## src/rtl/bsg_manycore_tile_reset_sequencer_if.sv

```systemverilog
// Reset/coordinate bundle between the column reset sequencer and its tile column plus software requester.
// master = sequencer side; slave = consumer side (tiles and soft-reset requester).
interface bsg_manycore_tile_reset_sequencer_if #(
  parameter int num_tiles_y_p  = 8,
  parameter int x_cord_width_p = 7,
  parameter int y_cord_width_p = 7
);
  logic [x_cord_width_p-1:0]               origin_x_i;
  logic [y_cord_width_p-1:0]               origin_y_i;
  logic                                    soft_reset_v_i;
  logic                                    soft_reset_ready_o;
  logic [num_tiles_y_p-1:0]                tile_reset_o;
  logic [x_cord_width_p-1:0]               global_x_o;
  logic [num_tiles_y_p*y_cord_width_p-1:0] global_y_o;
  logic                                    done_o;

  modport master (
    input  origin_x_i, origin_y_i, soft_reset_v_i,
    output soft_reset_ready_o, tile_reset_o, global_x_o, global_y_o, done_o
  );

  modport slave (
    output origin_x_i, origin_y_i, soft_reset_v_i,
    input  soft_reset_ready_o, tile_reset_o, global_x_o, global_y_o, done_o
  );
endinterface

```

## src/rtl/bsg_manycore_tile_reset_sequencer.sv

```systemverilog
// Staggered per-row reset release and coordinate latch for one tile column; row r leaves reset
// (r+1)*stagger_cycles_p cycles after sync reset release. Soft reset accepted only when done (ready == done).
module bsg_manycore_tile_reset_sequencer #(
  parameter int num_tiles_y_p    = 8,
  parameter int x_cord_width_p   = 7,
  parameter int y_cord_width_p   = 7,
  parameter int stagger_cycles_p = 4,
  parameter int sync_stages_p    = 2
) (
  input logic clk_i,
  input logic reset_n_i,
  bsg_manycore_tile_reset_sequencer_if.master seq_if
);

  localparam int cnt_width_lp = (stagger_cycles_p > 1) ? $clog2(stagger_cycles_p) : 1;
  localparam int row_width_lp = (num_tiles_y_p > 1) ? $clog2(num_tiles_y_p) : 1;
  localparam logic [cnt_width_lp-1:0] cnt_last_lp = cnt_width_lp'(stagger_cycles_p - 1);
  localparam logic [row_width_lp-1:0] row_last_lp = row_width_lp'(num_tiles_y_p - 1);

  typedef enum logic [1:0] {eReset, eRelease, eDone, eHold} state_e;

  logic [sync_stages_p-1:0] sync_r;
  logic                     reset_sync;

  // Deassertion is synchronized; assertion still reaches every flop asynchronously.
  always_ff @(posedge clk_i or negedge reset_n_i) begin
    if (!reset_n_i) sync_r <= '0;
    else            sync_r <= {sync_r[sync_stages_p-2:0], 1'b1};
  end

  assign reset_sync = sync_r[sync_stages_p-1];

  state_e                                  state_r, state_n;
  logic [cnt_width_lp-1:0]                 cnt_r, cnt_n;
  logic [row_width_lp-1:0]                 row_r, row_n;
  logic [num_tiles_y_p-1:0]                tile_reset_r, tile_reset_n;
  logic                                    done_r, done_n;
  logic [x_cord_width_p-1:0]               global_x_r, global_x_n;
  logic [num_tiles_y_p*y_cord_width_p-1:0] global_y_r, global_y_n;
  logic [num_tiles_y_p*y_cord_width_p-1:0] y_ladder;

  always_comb begin
    y_ladder = '0;
    for (int r = 0; r < num_tiles_y_p; r++) begin
      y_ladder[r*y_cord_width_p +: y_cord_width_p] = seq_if.origin_y_i + y_cord_width_p'(r);
    end
  end

  always_ff @(posedge clk_i or negedge reset_n_i) begin
    if (!reset_n_i) begin
      state_r      <= eReset;
      cnt_r        <= '0;
      row_r        <= '0;
      tile_reset_r <= '1;
      done_r       <= 1'b0;
      global_x_r   <= '0;
      global_y_r   <= '0;
    end else begin
      state_r      <= state_n;
      cnt_r        <= cnt_n;
      row_r        <= row_n;
      tile_reset_r <= tile_reset_n;
      done_r       <= done_n;
      global_x_r   <= global_x_n;
      global_y_r   <= global_y_n;
    end
  end

  always_comb begin
    state_n      = state_r;
    cnt_n        = cnt_r;
    row_n        = row_r;
    tile_reset_n = tile_reset_r;
    done_n       = done_r;
    global_x_n   = global_x_r;
    global_y_n   = global_y_r;

    case (state_r)
      eReset: begin
        if (reset_sync) begin
          global_x_n = seq_if.origin_x_i;
          global_y_n = y_ladder;
          cnt_n      = '0;
          row_n      = '0;
          state_n    = eRelease;
        end
      end

      eRelease: begin
        if (cnt_r == cnt_last_lp) begin
          cnt_n               = '0;
          tile_reset_n[row_r] = 1'b0;
          row_n               = row_r + 1'b1;
          if (row_r == row_last_lp) begin
            row_n   = '0;
            done_n  = 1'b1;
            state_n = eDone;
          end
        end else begin
          cnt_n = cnt_r + 1'b1;
        end
      end

      eDone: begin
        if (seq_if.soft_reset_v_i && done_r) begin
          tile_reset_n = '1;
          done_n       = 1'b0;
          cnt_n        = '0;
          state_n      = eHold;
        end
      end

      eHold: begin
        // Origins are re-sampled only once the hold interval has fully elapsed.
        if (cnt_r == cnt_last_lp) begin
          global_x_n = seq_if.origin_x_i;
          global_y_n = y_ladder;
          cnt_n      = '0;
          row_n      = '0;
          state_n    = eRelease;
        end else begin
          cnt_n = cnt_r + 1'b1;
        end
      end

      default: state_n = eReset;
    endcase
  end

  assign seq_if.tile_reset_o       = tile_reset_r;
  assign seq_if.done_o             = done_r;
  assign seq_if.soft_reset_ready_o = done_r;
  assign seq_if.global_x_o         = global_x_r;
  assign seq_if.global_y_o         = global_y_r;

endmodule

```

## src/flat_wrapper.sv

```systemverilog
// flat-port wrapper written by rule: the top's interface ports become plain ports
module bsg_manycore_tile_reset_sequencer_flat 
#(
  parameter int num_tiles_y_p    = 8,
  parameter int x_cord_width_p   = 7,
  parameter int y_cord_width_p   = 7,
  parameter int stagger_cycles_p = 4,
  parameter int sync_stages_p    = 2
)
  (clk_i, reset_n_i, seq_if_origin_x_i, seq_if_origin_y_i, seq_if_soft_reset_v_i, seq_if_soft_reset_ready_o, seq_if_tile_reset_o, seq_if_global_x_o, seq_if_global_y_o, seq_if_done_o);
  bsg_manycore_tile_reset_sequencer_if #(.num_tiles_y_p(num_tiles_y_p), .x_cord_width_p(x_cord_width_p), .y_cord_width_p(y_cord_width_p)) seq_if_i ();
  input logic clk_i;
  input logic reset_n_i;
  input wire logic [$bits(seq_if_i.origin_x_i)-1:0] seq_if_origin_x_i;
  input wire logic [$bits(seq_if_i.origin_y_i)-1:0] seq_if_origin_y_i;
  input wire logic [$bits(seq_if_i.soft_reset_v_i)-1:0] seq_if_soft_reset_v_i;
  output wire logic [$bits(seq_if_i.soft_reset_ready_o)-1:0] seq_if_soft_reset_ready_o;
  output wire logic [$bits(seq_if_i.tile_reset_o)-1:0] seq_if_tile_reset_o;
  output wire logic [$bits(seq_if_i.global_x_o)-1:0] seq_if_global_x_o;
  output wire logic [$bits(seq_if_i.global_y_o)-1:0] seq_if_global_y_o;
  output wire logic [$bits(seq_if_i.done_o)-1:0] seq_if_done_o;
  assign seq_if_i.origin_x_i = seq_if_origin_x_i;
  assign seq_if_i.origin_y_i = seq_if_origin_y_i;
  assign seq_if_i.soft_reset_v_i = seq_if_soft_reset_v_i;
  assign seq_if_soft_reset_ready_o = seq_if_i.soft_reset_ready_o;
  assign seq_if_tile_reset_o = seq_if_i.tile_reset_o;
  assign seq_if_global_x_o = seq_if_i.global_x_o;
  assign seq_if_global_y_o = seq_if_i.global_y_o;
  assign seq_if_done_o = seq_if_i.done_o;
  bsg_manycore_tile_reset_sequencer #(.num_tiles_y_p(num_tiles_y_p), .x_cord_width_p(x_cord_width_p), .y_cord_width_p(y_cord_width_p), .stagger_cycles_p(stagger_cycles_p), .sync_stages_p(sync_stages_p)) u_core (.clk_i(clk_i), .reset_n_i(reset_n_i), .seq_if(seq_if_i));
endmodule
```

## config.mk

```make
export PLATFORM = sky130hd
export DESIGN_NAME = bsg_manycore_tile_reset_sequencer_flat
export DESIGN_NICKNAME = d
export VERILOG_FILES = /design/src/rtl/bsg_manycore_tile_reset_sequencer_if.sv /design/src/rtl/bsg_manycore_tile_reset_sequencer.sv /design/src/flat_wrapper.sv
export SDC_FILE = /design/constraint.sdc
export NUM_CORES = 1
export LEC_CHECK = 0
export CORE_MARGIN = 4
export CORE_UTILIZATION = 52
export DETAILED_ROUTE_END_ITERATION = 8
export GPL_ROUTABILITY_DRIVEN = 0
export PLACE_DENSITY = 0.89
export REMOVE_ABC_BUFFERS = 1
export SYNTH_ARGS = -nofsm -noshare
export SYNTH_HDL_FRONTEND = slang
export SYNTH_SLANG_ARGS = --single-unit
```

## constraint.sdc

```tcl
create_clock -name clk_i -period 5.95 [get_ports clk_i]
set_clock_uncertainty 0.2 [all_clocks]
set_input_delay 0.595 -clock clk_i [delete_from_list [all_inputs] [get_ports clk_i]]
set_output_delay 0.595 -clock clk_i [all_outputs]
set_load 0.02 [all_outputs]
```

==> results of run 1 <==
## stage by stage
step / power [mW] / hold WS (ns) / area, um^2 / util [%] / cells
floorplan: 1.77 / 0.0994 / 3240 / - / 325
global placement: 2.42 / 0.132 / 4250 / 66.6 / 494
detailed placement: 2.49 / 0.136 / 4250 / 66.6 / 494
CTS: 2.92 / 0.153 / 4470 / 70.0 / 510
global route: 3.11 / 0.159 / 4470 / 70.0 / 510
finish: 2.89 / 0.151 / 4470 / 70.0 / 510
## sequential cells by signal (all words and copies together), names as in the netlist
| register | count |
|---|---|
| u_core.cnt_r | 2 |
| u_core.row_r | 3 |
| u_core.seq_if.done_o | 1 |
| u_core.seq_if.global_x_o | 7 |
| u_core.seq_if.global_y_o | 46 |
| u_core.seq_if.tile_reset_o | 8 |
| u_core.state_r | 2 |
| u_core.sync_r | 2 |
## power groups by stage
stage               sequential, mW  combinational, mW  clock, mW
floorplan                     1.18              0.586          0
global placement             0.895               1.53          0
detailed placement           0.907               1.58          0
CTS                          0.902               1.59      0.433
global route                 0.929               1.73      0.458
finish                       0.900               1.57      0.421
## layout make-up
cell class,count,area (um^2),share of cell area (%)
Clock inverter,6,93.8,2.10
Sequential cell,71,1790,40.0
Tap cell,77,96.3,2.15
Inverter,8,30.0,0.672
Timing Repair Buffer,92,908,20.3
Multi-Input combinational cell,246,1430,32.0
Clock buffer,10,128,2.85
## worst max-delay path, cell delays in order, from the launching register on
cell,delay (ns)
dfrtp_1,0.41
inv_1,0.13
ha_1,0.16
nor2b_1,0.34
or3_2,0.19
buf_4,0.59
nor2_1,0.15
a21o_1,0.19
## cell usage after synthesis, types with 4 or more instances
master,n
o21ai_1,18
xor2_1,18
nor2_1,19
buf_2,8
inv_1,8
dfrtp_1,63
xnor2_1,10
a21oi_1,4
o21ai_0,23
dfstp_2,8
ha_1,17
nand3_1,8
o41ai_1,4
nand2_1,90
nor2b_1,4
buf_6,4
buf_4,11
## worst min path at each step
stage	startpoint	endpoint	slack, ns	cells after the start
finish	u_core.sync_r[0]$_DFF_PN0_	u_core.sync_r[1]$_DFF_PN0_	0.15	0
global route	u_core.sync_r[0]$_DFF_PN0_	u_core.sync_r[1]$_DFF_PN0_	0.16	0
detailed placement	u_core.sync_r[0]$_DFF_PN0_	u_core.sync_r[1]$_DFF_PN0_	0.14	0
floorplan	reset_n_i	u_core.cnt_r[0]$_DFFE_PN0P_	0.1	0
global placement	u_core.sync_r[0]$_DFF_PN0_	u_core.sync_r[1]$_DFF_PN0_	0.13	0
CTS	u_core.sync_r[0]$_DFF_PN0_	u_core.sync_r[1]$_DFF_PN0_	0.15	0
## cells by family (layout without fill, tap and decap cells)
family / count (synthesis) / after routing
compound gates: 59 / 59
other cells: 1 / 1
xor+xnor: 28 / 28
flops: 71 / 71
buf+inv: 36 / 116
mux: 6 / 6
fa+ha+maj: 17 / 17
simple gates: 135 / 135
## layer usage
metal	up-vias	wire, um	GRT usage (%)
met5	-	0	0
met4	0	115	8.53
met3	12	473	4.70
met2	77	3690	33.6
met1	1256	3250	25.6
li1	1291	-	-
==> results by group, run 1 <==
Run status
  • Status: complete, no violations

Clock network
  • CTS Hold Buffers Added: 0
  • Clock Root Buffer: clkbuf_8
  • CTS tree: built
  • Worst-Skew Late Latency: 0.33 ns
  • CTS clk-pin slew, worst paths: 0.08 ns
  • Post-CTS setup buffers: 0
  • H-Tree Depth: 3
  • TritonCTS buffer count: 9
  • Clk sinks: 71
  • Resized cells post-CTS: 0
  • Clock tree buffer depth: 2

Logic synthesis
  • Cell area after synthesis: 3430 um^2
  • Multiplexer area fraction after synthesis: 1.86%
  • Syn Inst Count: 353
  • Synthesized area per cell: 9.73 um^2
  • Unique masters post-synth: 36
  • Simple-gate share of the synthesized area: 16.5%
  • Adder-Cell Fraction of Synth Area: 6.20%
  • Yosys warning count: 0
  • EDFF count, synth: 0
  • Post-synthesis compound-gate area fraction: 9.77%
  • Yosys top cell by area: dfrtp_1
  • Largest family of logic cells by synthesized area: simple AND/OR/NAND/NOR gates
  • Xor/xnor share of the synthesized area: 7.14%
  • Sequential area share after synthesis: 52.0%
  • FF+latch count, synth: 71
  • Post-synth ARST share: 100%
  • Yosys top cell area share: 45.9%
  • Primary FF master, synth: dfrtp_1
  • Largest cells by area after synthesis: dfrtp_1 (46%), nand2_1 (9.8%), ha_1 (6.2%)

STA
  • Final period utilization: 42.2%
  • Hold Vio Cnt, Final: 0
  • Period minus WS final: 2.51 ns
  • Worst slew pin tran: 0.870 ns
  • Final setup viols: 0
  • Worst setup margin: 3.44 ns
  • RSZ-0062 raised after global routing: false
  • Max Fclk: 0.398 GHz
  • Max Transition Viols Final: 0
  • TNS Setup: 0 ns
  • Slew HR: 42.0%

Final layout
  • Layout fillers: 518
  • Area Growth Syn to Fin: 30.2%
  • NumNets Final: 462
  • Commonest non-fill, non-tap cell in the layout: nand2_1
  • Share of cells above drive strength 1: 7.85%
  • Most frequent cells in the layout: nand2_1 (90), clkdlybuf4s50_1 (88), dfrtp_1 (63)
  • Antenna cells: 0

GRT
  • Overflow after GRT: 0
  • First-pass GRT wire length: 12.5 mm
  • GRT Util Overall: 20.3%
  • Initial antenna violation count: 0
  • Pin count of the biggest net entering global routing: 88
  • Number of global-route vias before repair: 2715

Placement
  • PortBufs: 89
  • Dpl hpwl: 5.35 mm
  • Placement Setup Slack: 3.18 ns

Die
  • Die Wd: 89.3 um
  • Num rows: 29
  • IO Pins: 90
  • Die height: 89.3 um
  • Full die area: 7970 um^2
  • Initial Util: 53.8%
  • Total core area: 6390 um^2

Detailed routing
  • Drt first pass iters: 4
  • Initial DRC count: 112
  • Post-DR wirelength/cell: 14.8 um
  • Final antenna-violating net count: 0
  • Final wirelength: 7.53 mm
  • Number of remaining DRC errors: 0
  • Via/cell ratio: 5.17
  • Vias post-DR: 2636

Worst setup path
  • Worst Path Max Fanout: 87
  • Setup Crit Path Kind: register to register
  • Crit path capture: u_core.seq_if.global_y_o[37]$_DFFE_PN0P_
  • R2R depth: 7
  • CP Launch Point: u_core.state_r[1]$_DFFE_PN0P_
  • Worst R2R Start: u_core.state_r[1]$_DFFE_PN0P_
  • Worst R2R Setup Slack: 3.44 ns
  • Crit path DAT: 2.54 ns
  • Reg2reg end: u_core.seq_if.global_y_o[37]$_DFFE_PN0P_
  • Required @ worst endpoint: 5.98 ns
  • CP Launch Type: register
  • Worst setup EP type: register

Pwr
  • Internal power: 1.66 mW
  • Static Leak: 2.02 nW
  • VDD IR max: 0.696 mV
  • Reg power frac: 31.2%
  • Switching pwr: 1.23 mW
  • Switching Share: 42.7%
  • Gate power share: 54.2%
  • Clock power frac: 14.6%
  • P per Cell Area: 646 nW/um^2

Min path
  • Worst Hold Class: register to register

Flow run
  • Max-cap violations: 0
Note: power is estimated with default switching activity, not from simulation.
==> run 2, diff against run 1 <==
--- a/config.mk
+++ b/config.mk
@@ -6,10 +6,10 @@
 export NUM_CORES = 1
 export LEC_CHECK = 0
 export CORE_MARGIN = 4
-export CORE_UTILIZATION = 52
+export CORE_UTILIZATION = 49
 export DETAILED_ROUTE_END_ITERATION = 8
 export GPL_ROUTABILITY_DRIVEN = 0
-export PLACE_DENSITY = 0.89
+export PLACE_DENSITY = 0.84
 export REMOVE_ABC_BUFFERS = 1
 export SYNTH_ARGS = -nofsm -noshare
 export SYNTH_HDL_FRONTEND = slang
==> constraint.sdc (replaced) <==
create_clock -name clk_i -period 2.5 [get_ports clk_i]
set_clock_uncertainty 0.2 [all_clocks]
set_input_delay 0.25 -clock clk_i [delete_from_list [all_inputs] [get_ports clk_i]]
set_output_delay 0.25 -clock clk_i [all_outputs]
set_load 0.02 [all_outputs]
==> results by group, run 2 (synthesis results as in run 1) <==
STA
  • Hold Vio Cnt, Final: 0 (unchanged)
  • Max Transition Viols Final: 0 (unchanged)
  • Max Fclk: 0.451 GHz (was 0.398 GHz)
  • Final setup viols: 0 (unchanged)
  • Worst setup margin: 0.283 ns (was 3.44 ns)
  • RSZ-0062 raised after global routing: false (unchanged)
  • Final period utilization: 88.7% (was 42.2%)
  • Period minus WS final: 2.22 ns (was 2.51 ns)
  • Hold Slack: 0.153 ns (was 0.151 ns)
  • Slew HR: 52.7% (was 42.0%)
  • TNS Setup: 0 ns (unchanged)
  • Worst slew pin tran: 0.710 ns (was 0.870 ns)

Die
  • Num rows: 30 (was 29)
  • Initial Util: 50.5% (was 53.8%)
  • Die height: 91.7 um (was 89.3 um)
  • Total core area: 6790 um^2 (was 6390 um^2)
  • Full die area: 8410 um^2 (was 7970 um^2)
  • Die Wd: 91.7 um (was 89.3 um)
  • IO Pins: 90 (unchanged)

Worst setup path
  • Crit-path slowest cell: dfrtp_1 (was buf_4)
  • CP Launch Type: register (unchanged)
  • Cell mode on critical path: ha_1
  • Worst setup EP type: register (unchanged)
  • Setup Crit Path Kind: register to register (unchanged)
  • Required @ worst endpoint: 2.53 ns (was 5.98 ns)
  • Buf/Inv on CP: 0 (was 2)
  • Critical Path Max Stage Delay: 0.53 ns (was 0.59 ns)
  • Crit path DAT: 2.24 ns (was 2.54 ns)
  • Worst path cell trace: ha_1 -> ha_1 -> nand2b_1 -> nand2_1 -> nor4_1 -> mux2_2 (was inv_1 -> ha_1 -> nor2b_1 -> or3_2 -> buf_4 -> nor2_1 -> a21o_1)
  • Worst Path Max Fanout: 11 (was 87)
  • CP delay by family, top: simple AND/OR/NAND/NOR gates (was buffers and inverters)

Final layout
  • Non-filler cells, final: 535 (was 510)
  • Final instance area: 4580 um^2 (was 4470 um^2)
  • NumNets Final: 468 (was 462)
  • Register Area: 1790 um^2 (unchanged)
  • Most frequent cells in the layout: nand2_1 (90), clkdlybuf4s50_1 (88), dfrtp_1 (63) (unchanged)
  • Area Growth Syn to Fin: 33.3% (was 30.2%)
  • Layout fillers: 537 (was 518)
  • Antenna cells: 0 (unchanged)
  • Core Util, Final: 67.4% (was 70.0%)
  • Largest register FFs: 46 (unchanged)
  • Commonest non-fill, non-tap cell in the layout: nand2_1 (unchanged)
  • Area of the multi-input gates: 1430 um^2 (unchanged)
  • Share of cells above drive strength 1: 9.11% (was 7.85%)

GRT
  • Pin count of the biggest net entering global routing: 88 (unchanged)
  • GRT Util Overall: 19.1% (was 20.3%)
  • Number of global-route vias before repair: 2742 (was 2715)
  • First-pass GRT wire length: 13.0 mm (was 12.5 mm)
  • Initial antenna violation count: 0 (unchanged)
  • Overflow after GRT: 0 (unchanged)

Pwr
  • VDD IR max: 0.766 mV (was 0.696 mV)
  • Static Leak: 2.07 nW (was 2.02 nW)
  • P per Cell Area: 1520 nW/um^2 (was 646 nW/um^2)
  • Total Power: 6.96 mW (was 2.89 mW)

Min path
  • Worst Hold Class: register to register (unchanged)

Run status
  • Status: complete, no violations (unchanged)

Clock network
  • H-Tree Depth: 3 (unchanged)
  • TritonCTS buffer count: 9 (unchanged)
  • Clk sinks: 71 (unchanged)
  • CTS tree: built (unchanged)
  • Clock Root Buffer: clkbuf_8 (unchanged)
  • Clock tree buffer depth: 2 (unchanged)
  • Resized cells post-CTS: 0 (unchanged)
  • Post-CTS setup buffers: 0 (unchanged)
  • Worst-Skew Late Latency: 0.34 ns (was 0.33 ns)
  • CTS clk-pin slew, worst paths: 0.08 ns (about the same)

Flow run
  • Max-cap violations: 0 (unchanged)

Placement
  • Dpl hpwl: 5.46 mm (was 5.35 mm)
  • PortBufs: 89 (unchanged)
  • Placement Setup Slack: 0.193 ns (was 3.18 ns)
  • Placed cell count: 518 (was 494)
  • Placed Area: 4340 um^2 (was 4250 um^2)

Detailed routing
  • Vias post-DR: 2699 (was 2636)
  • Initial DRC count: 121 (was 112)
  • Number of remaining DRC errors: 0 (unchanged)
  • Final antenna-violating net count: 0 (unchanged)
  • Drt first pass iters: 4 (unchanged)
  • Final wirelength: 7.64 mm (was 7.53 mm)
  • Post-DR wirelength/cell: 14.3 um (was 14.8 um)
  • Via/cell ratio: 5.04 (was 5.17)
run 2: cell types whose count changed in the layout (fill, tap and decap cells not counted):
cell / previous run / this run
buf_12: 0 / 2
buf_4: 3 / 6
clkbuf_1: 1 / 0
clkbuf_8: 9 / 10
clkinv_4: 2 / 3
dlygate4sd3_1: 0 / 1
inv_6: 1 / 0
run 2: power breakdown:
part / switching (mW) / internal [mW] / total [mW]
combinational: 2.13 / 1.64 / 3.78
clock: 0.452 / 0.594 / 1.05
sequential: 0.365 / 1.77 / 2.14
run 2: worst reg2reg max path: stages, from the launching register on:
cell and delay [ns]:
dfrtp_1 0.53, ha_1 0.20, ha_1 0.22, nand2b_1 0.15, nand2_1 0.06, nor4_1 0.36, mux2_2 0.39
run 2: area by class of cell:
cell class	count	area share, %
clock inverter	6	2.05
inverter	8	0.656
sequential	71	39.0
clock buffer	10	3.01
tap	96	2.62
timing repair buffer	98	21.4
multi-input combinational	246	31.2
run 2: worst paths after layout:
check / depth (start not counted) / start / endpoint / slack [ns]
max: 6 / u_core.row_r[0]$_DFFE_PN0P_ / u_core.state_r[1]$_DFFE_PN0P_ / 0.28
min: 0 / u_core.sync_r[0]$_DFF_PN0_ / u_core.sync_r[1]$_DFF_PN0_ / 0.15
max reg2reg: 6 / u_core.row_r[0]$_DFFE_PN0P_ / u_core.state_r[1]$_DFFE_PN0P_ / 0.28
min reg2reg: 0 / u_core.sync_r[0]$_DFF_PN0_ / u_core.sync_r[1]$_DFF_PN0_ / 0.15
max in group asynchronous: 3 / reset_n_i / u_core.cnt_r[1]$_DFFE_PN0P_ / 1.14
min in group asynchronous: 2 / reset_n_i / u_core.row_r[2]$_DFFE_PN0P_ / 0.29
run 2: timing repair:
action	in CTS	in global routing
hold buffers	1	0
endpoints found under the hold margin	22	0
endpoints found under the setup margin	0	0
run 2: routing by layer:
layer  vias up  global-route usage [%]  wire length (um)
li1       1303                       -                 -
met3         7                    5.50               495
met1      1300                    24.1              3350
met4         0                    5.32                72
met5         -                       0                 0
met2        89                    32.2              3720
==> run 3, diff against run 2 <==
--- a/config.mk
+++ b/config.mk
@@ -5,11 +5,13 @@
 export SDC_FILE = /design/constraint.sdc
 export NUM_CORES = 1
 export LEC_CHECK = 0
+export CELL_PAD_IN_SITES_DETAIL_PLACEMENT = 0
+export CELL_PAD_IN_SITES_GLOBAL_PLACEMENT = 1
 export CORE_MARGIN = 4
-export CORE_UTILIZATION = 49
+export CORE_UTILIZATION = 40
 export DETAILED_ROUTE_END_ITERATION = 8
 export GPL_ROUTABILITY_DRIVEN = 0
-export PLACE_DENSITY = 0.84
+export PLACE_DENSITY = 0.9
 export REMOVE_ABC_BUFFERS = 1
 export SYNTH_ARGS = -nofsm -noshare
 export SYNTH_HDL_FRONTEND = slang
==> constraint.sdc (replaced) <==
create_clock -name clk_i -period 2.7 [get_ports clk_i]
set_clock_uncertainty 0.2 [all_clocks]
set_input_delay 0.27 -clock clk_i [delete_from_list [all_inputs] [get_ports clk_i]]
set_output_delay 0.27 -clock clk_i [all_outputs]
set_load 0.02 [all_outputs]
==> results by group, run 3 (synthesis results as in run 1) <==
Run status
  • Status: complete, no violations (unchanged)

STA
  • Max Transition Viols Final: 0 (unchanged)
  • RSZ-0062 raised after global routing: false (unchanged)
  • Worst slew pin tran: 0.864 ns (was 0.710 ns)
  • Hold Slack: 0.158 ns (was 0.153 ns)
  • Period minus WS final: 2.32 ns (was 2.22 ns)
  • Final period utilization: 85.8% (was 88.7%)
  • Hold Vio Cnt, Final: 0 (unchanged)
  • Worst setup margin: 0.384 ns (was 0.283 ns)
  • Slew HR: 42.4% (was 52.7%)
  • Final setup viols: 0 (unchanged)
  • Max Fclk: 0.432 GHz (was 0.451 GHz)

Min path
  • Hold Crit Endpoint: u_core.sync_r[1]$_DFF_PN0_ (unchanged)
  • Worst Hold Class: register to register (unchanged)
  • HP Start: u_core.sync_r[0]$_DFF_PN0_ (unchanged)
  • Cell depth of the worst min-delay path: 0 (unchanged)

Final layout
  • Antenna cells: 0 (unchanged)
  • Area Growth Syn to Fin: 32.5% (was 33.3%)
  • Most frequent cells in the layout: nand2_1 (90), clkdlybuf4s50_1 (88), dfrtp_1 (63) (unchanged)
  • NumNets Final: 467 (was 468)
  • Commonest non-fill, non-tap cell in the layout: nand2_1 (unchanged)
  • Layout fillers: 728 (was 537)
  • Share of cells above drive strength 1: 8.90% (was 9.11%)
  • Largest register FFs: 46 (unchanged)

Die
  • Total core area: 8300 um^2 (was 6790 um^2)
  • Num rows: 33 (was 30)
  • Die height: 101 um (was 91.7 um)
  • Initial Util: 41.4% (was 50.5%)
  • IO Pins: 90 (unchanged)
  • Full die area: 10100 um^2 (was 8410 um^2)
  • Die Wd: 101 um (was 91.7 um)

Detailed routing
  • Post-DR wirelength/cell: 13.8 um (was 14.3 um)
  • Initial DRC count: 88 (was 121)
  • Vias post-DR: 2615 (was 2699)
  • Number of remaining DRC errors: 0 (unchanged)
  • Via/cell ratio: 4.82 (was 5.04)
  • Drt first pass iters: 7 (was 4)
  • Final wirelength: 7.49 mm (was 7.64 mm)
  • Final antenna-violating net count: 0 (unchanged)

Worst setup path
  • Worst Path Max Fanout: 53 (was 11)
  • Setup Crit Path Kind: register to register (unchanged)
  • Critical Path Max Stage Delay: 0.60 ns (was 0.53 ns)
  • Worst setup EP type: register (unchanged)
  • R2R depth: 6 (unchanged)
  • Buf/Inv on CP: 2 (was 0)
  • Worst path cell trace: inv_1 -> ha_1 -> or3_2 -> buf_4 -> nand2_1 -> o21ai_0 (was ha_1 -> ha_1 -> nand2b_1 -> nand2_1 -> nor4_1 -> mux2_2)
  • Reg2reg end: u_core.seq_if.global_y_o[48]$_DFFE_PN0P_ (was u_core.state_r[1]$_DFFE_PN0P_)
  • Worst R2R Start: u_core.state_r[0]$_DFFE_PN0P_ (was u_core.row_r[0]$_DFFE_PN0P_)
  • CP delay by family, top: simple AND/OR/NAND/NOR gates (unchanged)
  • Worst R2R Setup Slack: 0.38 ns (was 0.28 ns)
  • Crit-path slowest cell: or3_2 (was dfrtp_1)
  • CP Launch Type: register (unchanged)
  • Required @ worst endpoint: 2.71 ns (was 2.53 ns)
  • Crit path DAT: 2.33 ns (was 2.24 ns)

Flow run
  • Max-cap violations: 0 (unchanged)

GRT
  • Initial antenna violation count: 0 (unchanged)
  • Pin count of the biggest net entering global routing: 72 (was 88)
  • GRT Util Overall: 15.2% (was 19.1%)
  • Number of global-route vias before repair: 2587 (was 2742)
  • First-pass GRT wire length: 12.4 mm (was 13.0 mm)
  • Overflow after GRT: 0 (unchanged)

Placement
  • Dpl hpwl: 5.44 mm (was 5.46 mm)
  • Placement Setup Slack: 0.349 ns (was 0.193 ns)
  • PortBufs: 89 (unchanged)

Pwr
  • VDD IR max: 0.651 mV (was 0.766 mV)
  • P per Cell Area: 1400 nW/um^2 (was 1520 nW/um^2)
  • Total Power: 6.37 mW (was 6.96 mW)
  • Static Leak: 2.04 nW (was 2.07 nW)

Clock network
  • H-Tree Depth: 3 (unchanged)
  • CTS clk-pin slew, worst paths: 0.08 ns (about the same)
  • CTS tree: built (unchanged)
  • Clk sinks: 71 (unchanged)
  • TritonCTS buffer count: 9 (unchanged)
  • Clock tree buffer depth: 2 (unchanged)
  • Worst-Skew Late Latency: 0.34 ns (about the same)
  • Clock Root Buffer: clkbuf_8 (unchanged)
-- run 3: cell type report --
type / count / area (um^2) / share of cell area, %
flip-flops and latches: 71 / 1790 / 39.3
multi-input cells: 246 / 1430 / 31.4
repair buffers: 97 / 951 / 20.9
well taps: 105 / 131 / 2.89
clock buffers: 9 / 124 / 2.72
clock inverters: 7 / 96.3 / 2.12
inverters: 8 / 30.0 / 0.660
-- run 3: how the worst max path moves through the flow --
stage                                  startpoint                                        to  slack, ns  depth (start not counted)
finish              u_core.state_r[0]$_DFFE_PN0P_  u_core.seq_if.global_y_o[48]$_DFFE_PN0P_       0.38                          6
detailed placement           seq_if_origin_y_i[2]  u_core.seq_if.global_y_o[41]$_DFFE_PN0P_       0.35                          7
floorplan           u_core.state_r[0]$_DFFE_PN0P_  u_core.seq_if.global_y_o[23]$_DFFE_PN0P_      -0.32                          6
global placement             seq_if_origin_y_i[2]  u_core.seq_if.global_y_o[55]$_DFFE_PN0P_       0.38                          7
global route        u_core.state_r[0]$_DFFE_PN0P_  u_core.seq_if.global_y_o[18]$_DFFE_PN0P_       0.24                          6
CTS                 u_core.state_r[0]$_DFFE_PN0P_  u_core.seq_if.global_y_o[47]$_DFFE_PN0P_       0.37                          7
-- run 3: per-stage QoR --
stage / std cells / TNS (ns) / area [um^2] / util, %
finish: 543 / 0 / 4550 / 54.8
global route: 543 / 0 / 4550 / 54.8
CTS: 543 / 0 / 4550 / 54.8
detailed placement: 526 / 0 / 4320 / 52.0
global placement: 526 / 0 / 4320 / 52.0
floorplan: 325 / -9.46 / 3240 / -
-- run 3: where the power goes --
group / switching (mW) / total [mW] / internal, mW
clock network: 0.422 / 0.943 / 0.521
logic: 1.94 / 3.46 / 1.51
registers: 0.334 / 1.97 / 1.64
-- run 3: metal layers --
layer / track usage [%] / share of wire, %
met1: 20.9 / 47
met2: 23.9 / 47
met3: 3.60 / 5.2
met4: 4.66 / 1.2
met5: 0 / 0
-- run 3: repair_timing --
action,CTS,global route
gates resized for setup,0,0
hold endpoints to repair,63,0
endpoints found under the setup margin,0,0
hold buffers,1,0
setup buffers,0,0
